File: src/rtl/settings_bank.sv
// Runtime configuration bank: menu/edit/error FSM over NUM_ITEMS bounded values.
// seg_data packs eight 5-bit display codes (0-15 hex digits, 16 blank, 17 dash, 18 S, 19 T).
module settings_bank #(
    parameter int unsigned                  NUM_ITEMS   = 4,
    parameter int unsigned                  VAL_W       = 8,
    parameter logic [NUM_ITEMS*VAL_W-1:0]   ITEM_MIN    = 32'h009C_E105,
    parameter logic [NUM_ITEMS*VAL_W-1:0]   ITEM_MAX    = 32'h0364_1F0F,
    parameter logic [NUM_ITEMS*VAL_W-1:0]   ITEM_DEF    = 32'h0200_090A,
    parameter logic [NUM_ITEMS-1:0]         ITEM_SIGNED = 4'b0110,
    parameter int unsigned                  ERR_HOLD    = 50_000_000,
    parameter logic [2:0]                   MODE_STR_ID = 3'd4,
    parameter logic [2:0]                   ERR_STR_ID  = 3'd5
) (
    input  logic                         clk,
    input  logic                         rst_n,
    input  logic                         start_en,
    input  logic [VAL_W-1:0]             sw_val,
    input  logic                         btn_confirm,
    input  logic                         btn_esc,
    output logic [NUM_ITEMS*VAL_W-1:0]   cfg_vals,
    output logic                         cfg_update,
    output logic [2:0]                   cfg_update_idx,
    output logic                         settings_done,
    output logic                         sender_str,
    output logic [2:0]                   sender_str_id,
    input  logic                         sender_ready,
    input  logic                         sender_done,
    output logic [39:0]                  seg_data,
    output logic [7:0]                   seg_blink
);

    localparam int unsigned CntW = (ERR_HOLD > 1) ? $clog2(ERR_HOLD) : 1;

    localparam logic [4:0] CodeE     = 5'h0E;
    localparam logic [4:0] CodeBlank = 5'h10;
    localparam logic [4:0] CodeDash  = 5'h11;
    localparam logic [4:0] CodeS     = 5'h12;
    localparam logic [4:0] CodeT     = 5'h13;

    typedef enum logic [2:0] {StIdle, StWaitStr, StMenu, StEdit, StErr, StDone} state_e;

    state_e            state_q;
    logic [2:0]        idx_q;
    logic              conf_q, esc_q;
    logic [CntW-1:0]   err_cnt_q;
    logic              err_sent_q, err_seen_q;

    logic              conf_edge, esc_edge, cur_signed, in_range, neg, err_exit;
    logic [VAL_W-1:0]  cur_min, cur_max, mag;
    logic [9:0]        mag10;
    logic [3:0]        hund, tens, units;
    logic [39:0]       disp;
    logic [7:0]        blink;

    always_comb begin
        conf_edge  = btn_confirm & ~conf_q;
        esc_edge   = btn_esc & ~esc_q;
        cur_min    = '0;
        cur_max    = '0;
        cur_signed = 1'b0;
        for (int i = 0; i < NUM_ITEMS; i++) begin
            if (idx_q == 3'(i)) begin
                cur_min    = ITEM_MIN[i*VAL_W +: VAL_W];
                cur_max    = ITEM_MAX[i*VAL_W +: VAL_W];
                cur_signed = ITEM_SIGNED[i];
            end
        end
        if (cur_signed) begin
            in_range = ($signed(sw_val) >= $signed(cur_min)) &&
                       ($signed(sw_val) <= $signed(cur_max));
        end else begin
            in_range = (sw_val >= cur_min) && (sw_val <= cur_max);
        end

        neg   = cur_signed & sw_val[VAL_W-1];
        mag   = neg ? ((~sw_val) + VAL_W'(1)) : sw_val;
        mag10 = 10'(mag);
        hund  = 4'(mag10 / 10'd100);
        tens  = 4'((mag10 / 10'd10) % 10'd10);
        units = 4'(mag10 % 10'd10);

        // A pending error request must be answered before leaving ERR.
        err_exit = (err_cnt_q == '0) &&
                   (err_sent_q ? (err_seen_q | sender_done) : ~sender_ready);

        disp  = {8{CodeBlank}};
        blink = 8'h00;
        case (state_q)
            StMenu: disp = {CodeS, CodeE, CodeT, {5{CodeBlank}}};
            StEdit: begin
                disp  = {2'b00, idx_q, CodeDash, CodeBlank, CodeBlank,
                         (neg ? CodeDash : CodeBlank),
                         1'b0, hund, 1'b0, tens, 1'b0, units};
                blink = 8'h0F;
            end
            StErr: begin
                disp  = {CodeE, {7{CodeBlank}}};
                blink = 8'hFF;
            end
            default: ;
        endcase
    end

    always_ff @(posedge clk) begin
        if (!rst_n) begin
            state_q        <= StIdle;
            idx_q          <= '0;
            conf_q         <= 1'b0;
            esc_q          <= 1'b0;
            err_cnt_q      <= '0;
            err_sent_q     <= 1'b0;
            err_seen_q     <= 1'b0;
            cfg_vals       <= ITEM_DEF;
            cfg_update     <= 1'b0;
            cfg_update_idx <= '0;
            settings_done  <= 1'b0;
            sender_str     <= 1'b0;
            sender_str_id  <= '0;
            seg_data       <= {8{CodeBlank}};
            seg_blink      <= '0;
        end else begin
            conf_q     <= btn_confirm;
            esc_q      <= btn_esc;
            cfg_update <= 1'b0;
            sender_str <= 1'b0;
            if (!start_en) begin
                state_q       <= StIdle;
                settings_done <= 1'b0;
                seg_data      <= {8{CodeBlank}};
                seg_blink     <= '0;
            end else begin
                seg_data  <= disp;
                seg_blink <= blink;
                case (state_q)
                    StIdle: begin
                        if (sender_ready) begin
                            sender_str    <= 1'b1;
                            sender_str_id <= MODE_STR_ID;
                            state_q       <= StWaitStr;
                        end
                    end
                    StWaitStr: begin
                        if (sender_done) state_q <= StMenu;
                    end
                    StMenu: begin
                        if (esc_edge) begin
                            state_q       <= StDone;
                            settings_done <= 1'b1;
                        end else if (conf_edge && (32'(sw_val[2:0]) < NUM_ITEMS)) begin
                            idx_q   <= sw_val[2:0];
                            state_q <= StEdit;
                        end
                    end
                    StEdit: begin
                        if (esc_edge) begin
                            state_q <= StMenu;
                        end else if (conf_edge) begin
                            if (in_range) begin
                                for (int i = 0; i < NUM_ITEMS; i++) begin
                                    if (idx_q == 3'(i)) cfg_vals[i*VAL_W +: VAL_W] <= sw_val;
                                end
                                cfg_update     <= 1'b1;
                                cfg_update_idx <= idx_q;
                                state_q        <= StMenu;
                            end else begin
                                err_cnt_q  <= CntW'(ERR_HOLD - 1);
                                err_sent_q <= 1'b0;
                                err_seen_q <= 1'b0;
                                state_q    <= StErr;
                            end
                        end
                    end
                    StErr: begin
                        if (err_cnt_q != '0) err_cnt_q <= err_cnt_q - CntW'(1);
                        if (sender_done) err_seen_q <= 1'b1;
                        if (err_exit) begin
                            state_q <= StEdit;
                        end else if (!err_sent_q && sender_ready) begin
                            sender_str    <= 1'b1;
                            sender_str_id <= ERR_STR_ID;
                            err_sent_q    <= 1'b1;
                        end
                    end
                    StDone: settings_done <= 1'b1;
                    default: state_q <= StIdle;
                endcase
            end
        end
    end

endmodule

File: config.mk
export PLATFORM = sky130hd
export DESIGN_NAME = settings_bank
export DESIGN_NICKNAME = d
export VERILOG_FILES = /design/src/rtl/settings_bank.sv
export SDC_FILE = /design/constraint.sdc
export NUM_CORES = 1
export LEC_CHECK = 0
export ABC_AREA = 1
export BUFFER_PORTS_ARGS = -buffer_cell sky130_fd_sc_hd__buf_4
export CORE_MARGIN = 3
export CORE_UTILIZATION = 30
export DETAILED_ROUTE_END_ITERATION = 12
export GPL_ROUTABILITY_DRIVEN = 1
export GPL_TIMING_DRIVEN = 0
export PLACE_DENSITY = 0.5
export SYNTH_ARGS = -nofsm -noshare
export SYNTH_HDL_FRONTEND = slang
export SYNTH_SLANG_ARGS = --single-unit
File: constraint.sdc
create_clock -name clk -period 6.3 [get_ports clk]
set_input_delay 0.315 -clock clk [delete_from_list [all_inputs] [get_ports clk]]
set_output_delay 0.315 -clock clk [all_outputs]
set_load 0.01 [all_outputs]
==> results of run 1 <==
power by group:
group | total (mW) | internal [mW] | switching (mW)
combinational | 0.181 | 0.0635 | 0.117
sequential | 0.623 | 0.622 | 0.00138
clock | 0.550 | 0.305 | 0.244
cell families (layout without fill, tap and decap cells):
kind of cell,count (synthesis),after routing
xor+xnor,21,21
other cells,2,15
simple gates,334,334
compound gates,150,150
buf+inv,147,249
flops,98,98
fa+ha+maj,23,23
mux,1,1
synth_stat cells (3+ instances only):
cell and instances:
xor2_1 15, nor2_1 115, nand2_2 14, a31oi_1 3
a21oi_1 60, a211oi_1 15, o211ai_1 7, o21ai_0 40
xnor2_1 4, nand3_2 5, nand2_1 128, ha_1 23
dfxtp_1 98, o21ai_1 4, inv_2 8, nand4_1 11
o21a_1 3, nand3_1 40, clkbuf_1 15, buf_4 27
nor3_1 7, nand3b_1 3, nor4_1 3, clkinv_1 6
inv_1 90
registers in the layout, indices dropped and copies added (netlist names), 2 cells and up:
| name | count |
|---|---|
| cfg_vals | 32 |
| seg_blink | 2 |
| cfg_update_idx | 3 |
| seg_data | 20 |
| sender_str_id | 2 |
| err_cnt_q | 26 |
| state_q | 3 |
| idx_q | 3 |
worst max-delay path, cell delays in order, from the launching register on:
cell     delay (ps)
dfxtp_1         470
nor2_1          140
nor2_4          210
nand2_4         110
a21oi_4         180
xor2_4          260
inv_2           110
ha_1            190
nor2_1          220
inv_1            70
nand3_1         110
nand3_2         130
a21oi_2         230
nand2_1          90
nand2_1         100
nand2_2          70
nand2_2          90
nand2_2          70
nand3_1          90
nand2_2          80
nand2_2          90
xor2_1          170
inv_2            60
ha_1            170
inv_1            70
nand3_1          80
a21oi_1         140
through the flow:
step,std cells,util [%],hold WS (ps),setup slack (ps)
after CTS,1116,38.4,142,2330
after floorplan,789,-,413,2770
after detailed placement,1102,36.8,443,1980
final,1116,38.4,155,2410
after global routing,1116,38.4,176,1980
after global placement,1102,36.8,440,1970
final timing paths:
kind	startpoint	endpoint	slack, ps	depth (start not counted)
hold reg to reg	cfg_vals[10]$_SDFFE_PN0P_	cfg_vals[10]$_SDFFE_PN0P_	450	2
hold / removal	btn_confirm	conf_q$_SDFF_PN0_	160	3
setup reg to reg	idx_q[0]$_SDFFE_PN0P_	seg_data[3]$_SDFF_PN0_	2410	26
setup / recovery	idx_q[0]$_SDFFE_PN0P_	seg_data[3]$_SDFF_PN0_	2410	26
final cells by class:
class	count	area, um^2
fillers	1924	10900
repair buffers	88	661
flip-flops and latches	98	1960
clock buffers	10	229
inverters	104	390
multi-input cells	544	2940
well taps	225	282
plain buffers	43	264
clock inverters	4	53.8
layer usage:
layer,vias up,GRT usage [%]
li1,2712,-
met1,2284,20.1
met2,97,25.7
met3,10,3.67
met4,0,3.03
met5,-,0
==> impl_metrics.yaml, run 1 <==
yosys:
  synth_xor_area_share_pct: 4.02
  synth_edf_count: 0
  synth_compound_area_share_pct: 16.3
  yosys_register_bits: 98
  muxShareOfSynthArea_pct: 0.182
  ys_top_cells_by_area: "dfxtp_1 36%, nand2_1 8.7%, nor2_1 7.8%"
  synthFlopType: "dfxtp_1"
  postSynth.asyncResetShare_pct: 0
  synth_simple_gate_area_share_pct: 26.7
  synth_area_per_cell_um2: 7.10
  netlist_area_um2: 5510
  yosys_warnings: 0
  postSynthCellCount: 776
  synth_seq_area_share_pct: 35.6
  synth_top_family_by_area: "simple AND/OR/NAND/NOR gates"
  yosys.area.top_type: "dfxtp_1"
  ys_types: 46
  netlist.area_leader.share_pct: 35.6
  synthAdderAreaFrac_pct: 5.22
clock_tree:
  post-cts-setup-buffers: 0
  numCtsBuffers: 9
  ctsResizeCount: 0
  cts_tree: "built"
  cts-root-buf: "clkbuf_16"
  clk_path_buf_depth: 2
  clock_sinks: 98
  htreeDepth: 3
  ctsHoldBuffers: 0
  clkSlewWorstSetupHoldPaths_ps: 70
  insertion_delay_ps: 350
placed_design:
  hpwl_um: 12000
  port_buffers: 88
  place_congestion: 0.848
  placed_area_um2: 6500
worst_setup_path:
  endpoint_kind: "flop"
  worst_ep_arrival_time_ps: 4160
  startpoint_type: "flop"
  cp_max_fo: 7
  critPathKind: "flop to flop"
  cp_data_required_time_ps: 6570
cells_and_area:
  post_route_cells_drive_above_1_share_pct: 19.5
  nNetsFinal: 926
  antennaDiodeCount: 0
  most-common-layout-cells: "128 x nand2_1, 115 x nor2_1, 115 x buf_4"
  final_cell_area_um2: 6780
  mostFrequentLayoutCell: "nand2_1"
  area_growth_pct: 23.1
detailed_routing:
  ant_nets: 0
  wire_per_inst_um: 13.6
  drt_iter0_drc: 292
  vias: 5103
  route.met3.wl_um: 741
  wl_met2_um: 7100
  top_layer_used: "met4"
  met1_length_um: 7180
  routed_wl_um: 15200
  drc: 0
  drt_first_pass_iters: 4
  viasPerCell: 4.57
die:
  die_area_um2: 20000
  die_h_um: 142
  rows: 48
  ios: 104
  die_w_um: 142
  coreArea_um2: 17700
  initial_core_util_pct: 31.2
global_route:
  gr-total-overflow: 0
  track_usage_pct: 15.3
  antenna_found_initial: 0
  grt_first_pass_wirelength_um: 24600
  grt_pass1_vias: 4790
  grt_start_max_net_pins: 16
power:
  p_leak_nw: 3.32
  peakVddDrop_v: 0.000162
  p_total_mw: 1.35
  power.density_nw_per_um2: 200
timing:
  min_period_over_period_pct: 61.8
  fin_crit_ps: 3890
  fin_tns_setup_ps: 0
  setup_viol: 0
  tightest_slew_ps: 793
  rsz0062_at_grt: "false"
  skew_ps: 6.07
  hold_violations: 0
  slew_headroom_pct: 47.0
  slew_viol_final: 0
  max_freq_mhz: 257
hold_path:
  hold_class: "input pin to flop"
run_status:
  status: "complete, no violations"
run:
  max_cap_violations: 0
Note: power is estimated with default switching activity, not from simulation.
==> run 2, diff against run 1 <==
Settings changed: ABC_AREA 1 to 0.
Clock period 6.3 ns to 4 ns, I/O delays scaled along.
==> impl_metrics.yaml, run 2 <==
worst_setup_path:
  critPathKind: "flop to flop"
  r2r-end: "seg_data[2]$_SDFF_PN0_"
  reg2reg_slack_ps: 40
  worst_ep_arrival_time_ps: 4240
  startpoint_type: "flop"
  cp_data_required_time_ps: 4290
  endpoint_kind: "flop"
  r2r_start: "idx_q[1]$_SDFFE_PN0P_"
  cp_max_fo: 7
  reg2regPathDepth: 20
global_route:
  antenna_found_initial: 0
  grt_pass1_vias: 4963
  grt_first_pass_wirelength_um: 25200
  grt_start_max_net_pins: 19
  gr-total-overflow: 0
  track_usage_pct: 15.3
cells_and_area:
  fin_cells: 1011
  final_cell_area_um2: 7340
  top_register: "cfg_vals"
  seqCellArea_um2: 1960
  most-common-layout-cells: "135 x buf_4, 97 x dfxtp_1, 87 x nor2_1"
  nNetsFinal: 815
  mostFrequentLayoutCell: "buf_4"
  post_route_cells_drive_above_1_share_pct: 30.2
  reg.largest.list: "cfg_vals: 32 flops, err_cnt_q: 26 flops, seg_data: 20 flops"
  multi_input_area_um2: 3490
  area_growth_pct: 29.9
  largest_reg_flops: 32
  fillers: 1806
  antennaDiodeCount: 0
power:
  power.switching_uw: 616
  p_leak_nw: 3.11
  power.density_nw_per_um2: 307
  p_total_mw: 2.25
  power.clock.fraction_pct: 40.5
  internal_power_mw: 1.64
  p_seq_share_pct: 43.6
  combinationalPowerShare_pct: 16.0
  power_switching_share_pct: 27.3
  peakVddDrop_v: 0.000178
detailed_routing:
  drt_first_pass_iters: 5
  wl_met2_um: 7520
  top_layer_used: "met4"
  drc: 0
  route.met3.wl_um: 856
  met1_length_um: 7390
  routed_wl_um: 15900
  ant_nets: 0
  wire_per_inst_um: 15.8
  viasPerCell: 5.02
  drt_iter0_drc: 264
  vias: 5079
placed_design:
  place_inst: 976
  hpwl_um: 11700
  place_congestion: 0.846
  dp_slack_ps: -826
  port_buffers: 86
  placed_area_um2: 6660
die:
  coreArea_um2: 18200
  die_h_um: 143
  die_area_um2: 20500
  rows: 49
  initial_core_util_pct: 31.0
  ios: 104
  die_w_um: 143
timing:
  setup_viol: 0
  fin_crit_ps: 3960
  fin_tns_setup_ps: 0
  slew_viol_final: 0
  hold_violations: 0
  tightest_slew_ps: 672
  rsz0062_at_grt: "true"
  max_freq_mhz: 253
  worst_slack_ps: 41.5
  slew_headroom_pct: 55.2
  skew_ps: 14.3
  min_period_over_period_pct: 99.0
yosys:
  ys_types: 87
  netlist.area_leader.share_pct: 34.7
  yosys.area.top_type: "dfxtp_1"
  postSynthCellCount: 648
  ys_top_cells_by_area: "dfxtp_1 35%, nor2_1 5.8%, mux2i_1 5.3%"
  synth_seq_area_share_pct: 34.7
  postSynth.asyncResetShare_pct: 0
  yosys_register_bits: 98
  synth_edf_count: 0
  synthFlopType: "dfxtp_1"
  ys_top_cells_by_count: "98 x dfxtp_1, 88 x nor2_1, 46 x a21oi_1"
  netlist_area_um2: 5650
  yosys_warnings: 0
  synth_area_per_cell_um2: 8.72
  synth_most_common_cell: "dfxtp_1"
run:
  max_cap_violations: 0
hold_path:
  hold_class: "input pin to flop"
  worstHoldStart: "btn_confirm"
  min_to: "conf_q$_SDFF_PN0_"
  whs_path_depth: 2
clock_tree:
  cts-root-buf: "clkbuf_16"
  cts_tree: "built"
  clk_path_buf_depth: 2
  insertion_delay_ps: 350
  ctsHoldBuffers: 0
  numCtsBuffers: 9
  clock_sinks: 98
  htreeDepth: 3
  clkSlewWorstSetupHoldPaths_ps: 70
run_status:
  status: "complete, no violations"
-- run 2: how the worst max path moves through the flow --
| stage | depth (start not counted) | to | start |
|---|---|---|---|
| after CTS | 22 | seg_data[8]$_SDFF_PN0_ | idx_q[0]$_SDFFE_PN0P_ |
| after global placement | 22 | seg_data[7]$_SDFF_PN0_ | sw_val[1] |
| final | 20 | seg_data[2]$_SDFF_PN0_ | idx_q[1]$_SDFFE_PN0P_ |
| after detailed placement | 23 | seg_data[8]$_SDFF_PN0_ | sw_val[1] |
| after floorplan | 21 | seg_data[7]$_SDFF_PN0_ | sw_val[0] |
| after global routing | 20 | seg_data[2]$_SDFF_PN0_ | idx_q[0]$_SDFFE_PN0P_ |
-- run 2: power groups by stage --
stage          Sequential (mW)  Combinational (mW)  Clock [mW]
2_1_floorplan             1.00               0.222           0
6_report                 0.982               0.360       0.912
3_3_place_gp              1.00               0.291           0
4_1_cts                  0.982               0.310       0.945
3_5_place_dp              1.00               0.297           0
5_1_grt                  0.982               0.393       0.977
-- run 2: final cells by class --
class,instances,area share [%]
Clock buffer,9,3.07
Tap cell,229,3.90
Timing Repair Buffer,107,11.0
Sequential cell,98,26.8
Buffer,57,5.34
Inverter,21,1.16
Multi-Input combinational cell,483,47.6
Clock inverter,7,1.16
-- run 2: cell families (layout without fill, tap and decap cells) --
logic type | Yosys count | in the layout | synth area share (%)
XOR/XNOR | 31 | 31 | 6.20
adder cells (fa/ha/maj) | 26 | 26 | 5.67
AO/OA/AOI/OAI | 133 | 133 | 16.0
other | 2 | 15 | 0.133
flip-flops | 98 | 98 | 34.7
multiplexers | 35 | 35 | 6.42
buffers and inverters | 80 | 201 | 8.39
AND/OR/NAND/NOR | 243 | 243 | 22.4
-- run 2: routing by layer --
metal	global-route usage (%)	vias to the layer above
met5	0	-
met4	4.31	0
met3	3.62	16
met2	25.4	136
met1	19.8	2418
li1	-	2509
-- run 2: metrics by stage --
step	hold slack (ps)	util (%)
6_report	72.0	40.3
3_5_place_dp	425	36.6
5_1_grt	72.1	40.3
3_3_place_gp	420	36.6
4_1_cts	56.7	39.1
2_1_floorplan	327	-
-- run 2: timing repair --
action / in CTS / in global routing
buffers inserted: 11 / 10
endpoints found under the setup margin: 46 / 48
hold endpoints to repair: 0 / 0
pin swaps: 5 / 22
resized for setup: 13 / 32
-- run 2: worst max-delay path, cell delays in order, from the launching register on --
cell        delay (ps)
dfxtp_1            330
buf_6              150
xor2_4             200
nand2_4             80
nor2_4             150
xor2_4             200
clkinvlp_4         180
ha_4               200
nand2b_4           160
a221o_1            360
nand2_1             80
maj3_2             180
o211ai_2           120
buf_4              170
maj3_2             280
o21a_1             180
buf_6              140
a21oi_4            160
ha_4               220
mux2_4             250
nor2_2              90
==> run 3, diff against run 2 <==
Settings changed: RECOVER_POWER set to 100.
==> impl_metrics.yaml, run 3 (same netlist as run 2, synthesis figures left out) <==
power:
  power.density_nw_per_um2: 317
  p_seq_share_pct: 43.6
  power_switching_share_pct: 27.4
  p_leak_nw: 2.84
  peakVddDrop_v: 0.000179
  internal_power_mw: 1.64
  power.switching_uw: 617
  power.clock.fraction_pct: 40.5
  combinationalPowerShare_pct: 15.9
timing:
  tightest_slew_ps: 651
  fin_crit_ps: 3960
  min_period_over_period_pct: 99.0
  skew_ps: 10.8
  max_freq_mhz: 253
  hold_ws_ps: 69.3
  setup_viol: 0
  slew_headroom_pct: 56.6
  rsz0062_at_grt: "true"
  hold_violations: 0
  slew_viol_final: 0
worst_setup_path:
  reg2reg_slack_ps: 40
  endpoint_kind: "flop"
  reg2regPathDepth: 20
  cp_data_required_time_ps: 4290
  cp_max_fo: 7
  startpoint_type: "flop"
  r2r-end: "seg_data[2]$_SDFF_PN0_"
  r2r_start: "idx_q[0]$_SDFFE_PN0P_"
  critPathKind: "flop to flop"
  worst_ep_arrival_time_ps: 4240
die:
  die_h_um: 143
  ios: 104
  initial_core_util_pct: 31.0
  die_area_um2: 20500
  rows: 49
  die_w_um: 143
  coreArea_um2: 18200
detailed_routing:
  vias: 5068
  drt_first_pass_iters: 4
  routed_wl_um: 15900
  drc: 0
  ant_nets: 0
  viasPerCell: 5.01
  wire_per_inst_um: 15.7
  drt_iter0_drc: 226
clock_tree:
  htreeDepth: 3
  clk_path_buf_depth: 2
  insertion_delay_ps: 350
  cts-root-buf: "clkbuf_16"
  cts_tree: "built"
  clock_sinks: 98
  clkSlewWorstSetupHoldPaths_ps: 80
  numCtsBuffers: 9
cells_and_area:
  utilization_pct: 39.0
  largest_reg_flops: 32
  post_route_cells_drive_above_1_share_pct: 22.3
  nNetsFinal: 815
  area_growth_pct: 25.8
  antennaDiodeCount: 0
  most-common-layout-cells: "97 x dfxtp_1, 87 x nor2_1, 76 x clkbuf_1"
  reg.largest.list: "cfg_vals: 32 flops, err_cnt_q: 26 flops, seg_data: 20 flops"
  mostFrequentLayoutCell: "dfxtp_1"
  top_register: "cfg_vals"
global_route:
  grt_first_pass_wirelength_um: 25200
  gr-total-overflow: 0
  grt_start_max_net_pins: 19
  antenna_found_initial: 0
  track_usage_pct: 15.3
  grt_pass1_vias: 4963
run_status:
  status: "complete, no violations"
hold_path:
  worstHoldStart: "btn_confirm"
  min_to: "conf_q$_SDFF_PN0_"
  hold_class: "input pin to flop"
  whs_path_depth: 2
placed_design:
  place_congestion: 0.846
  hpwl_um: 11700
  port_buffers: 86
run:
  max_cap_violations: 0
==> run 3: timing repair <==
item / in CTS / in global routing
gates cloned: 0 / 0
hold buffers: 0 / 0
setup endpoints to repair: 46 / 48
pin swaps: 5 / 22
resized for setup: 13 / 32
setup buffers: 11 / 10
==> run 3: worst max-delay path, cell delays in order (launching register included) <==
cell and delay (ps):
dfxtp_2 330, buf_6 140, xor2_4 210, nand2_4 80
nor2_4 150, xor2_4 210, clkinvlp_4 180, ha_4 200
nand2b_4 160, a221o_1 360, nand2_1 80, maj3_2 180
o211ai_2 120, buf_4 160, maj3_2 280, o21a_1 180
buf_6 140, a21oi_4 160, ha_4 220, mux2_4 250
nor2_2 90
==> run 3: per-layer routing <==
metal	global-route usage [%]	routed length, um	vias up
met5	0	0	-
met1	19.8	7370	2407
met2	25.4	7430	134
li1	-	-	2508
met3	3.62	877	19
met4	4.31	220	0
==> run 3: power by group through the flow <==
stage / Clock (mW) / Sequential [mW] / Combinational, mW
CTS: 0.945 / 0.982 / 0.310
global route: 0.977 / 0.982 / 0.391
floorplan: 0 / 1.00 / 0.222
finish: 0.913 / 0.982 / 0.358
global placement: 0 / 1.00 / 0.291
detailed placement: 0 / 1.00 / 0.297
==> run 3: cell type report <==
cell class,count,area [um^2]
Buffer,57,392
Clock buffer,9,225
Clock inverter,7,85.1
Fill cell,1857,11100
Inverter,21,85.1
Multi-Input combinational cell,483,3490
Sequential cell,98,1960
Tap cell,229,287
Timing Repair Buffer,107,574
==> run 3: worst max path at each step <==
stage,from,to,cells after the start
after global routing,idx_q[0]$_SDFFE_PN0P_,seg_data[2]$_SDFF_PN0_,20
after global placement,sw_val[1],seg_data[7]$_SDFF_PN0_,22
after CTS,idx_q[0]$_SDFFE_PN0P_,seg_data[8]$_SDFF_PN0_,22
after detailed placement,sw_val[1],seg_data[8]$_SDFF_PN0_,23
final,idx_q[0]$_SDFFE_PN0P_,seg_data[2]$_SDFF_PN0_,20
after floorplan,sw_val[0],seg_data[7]$_SDFF_PN0_,21
==> run 3: metrics by stage <==
| stage | setup TNS [ps] | setup WS, ps | total power [mW] | instances | instance area (um^2) |
|---|---|---|---|---|---|
| 2_1_floorplan | 0 | 4.51 | 1.23 | 661 | 5730 |
| 3_3_place_gp | -12590 | -718 | 1.30 | 976 | 6660 |
| 3_5_place_dp | -14160 | -826 | 1.30 | 976 | 6660 |
| 4_1_cts | -1.33 | -1.33 | 2.24 | 1003 | 7130 |
| 5_1_grt | -199 | -96.1 | 2.35 | 1011 | 7110 |
| 6_report | 0 | 41.7 | 2.25 | 1011 | 7110 |
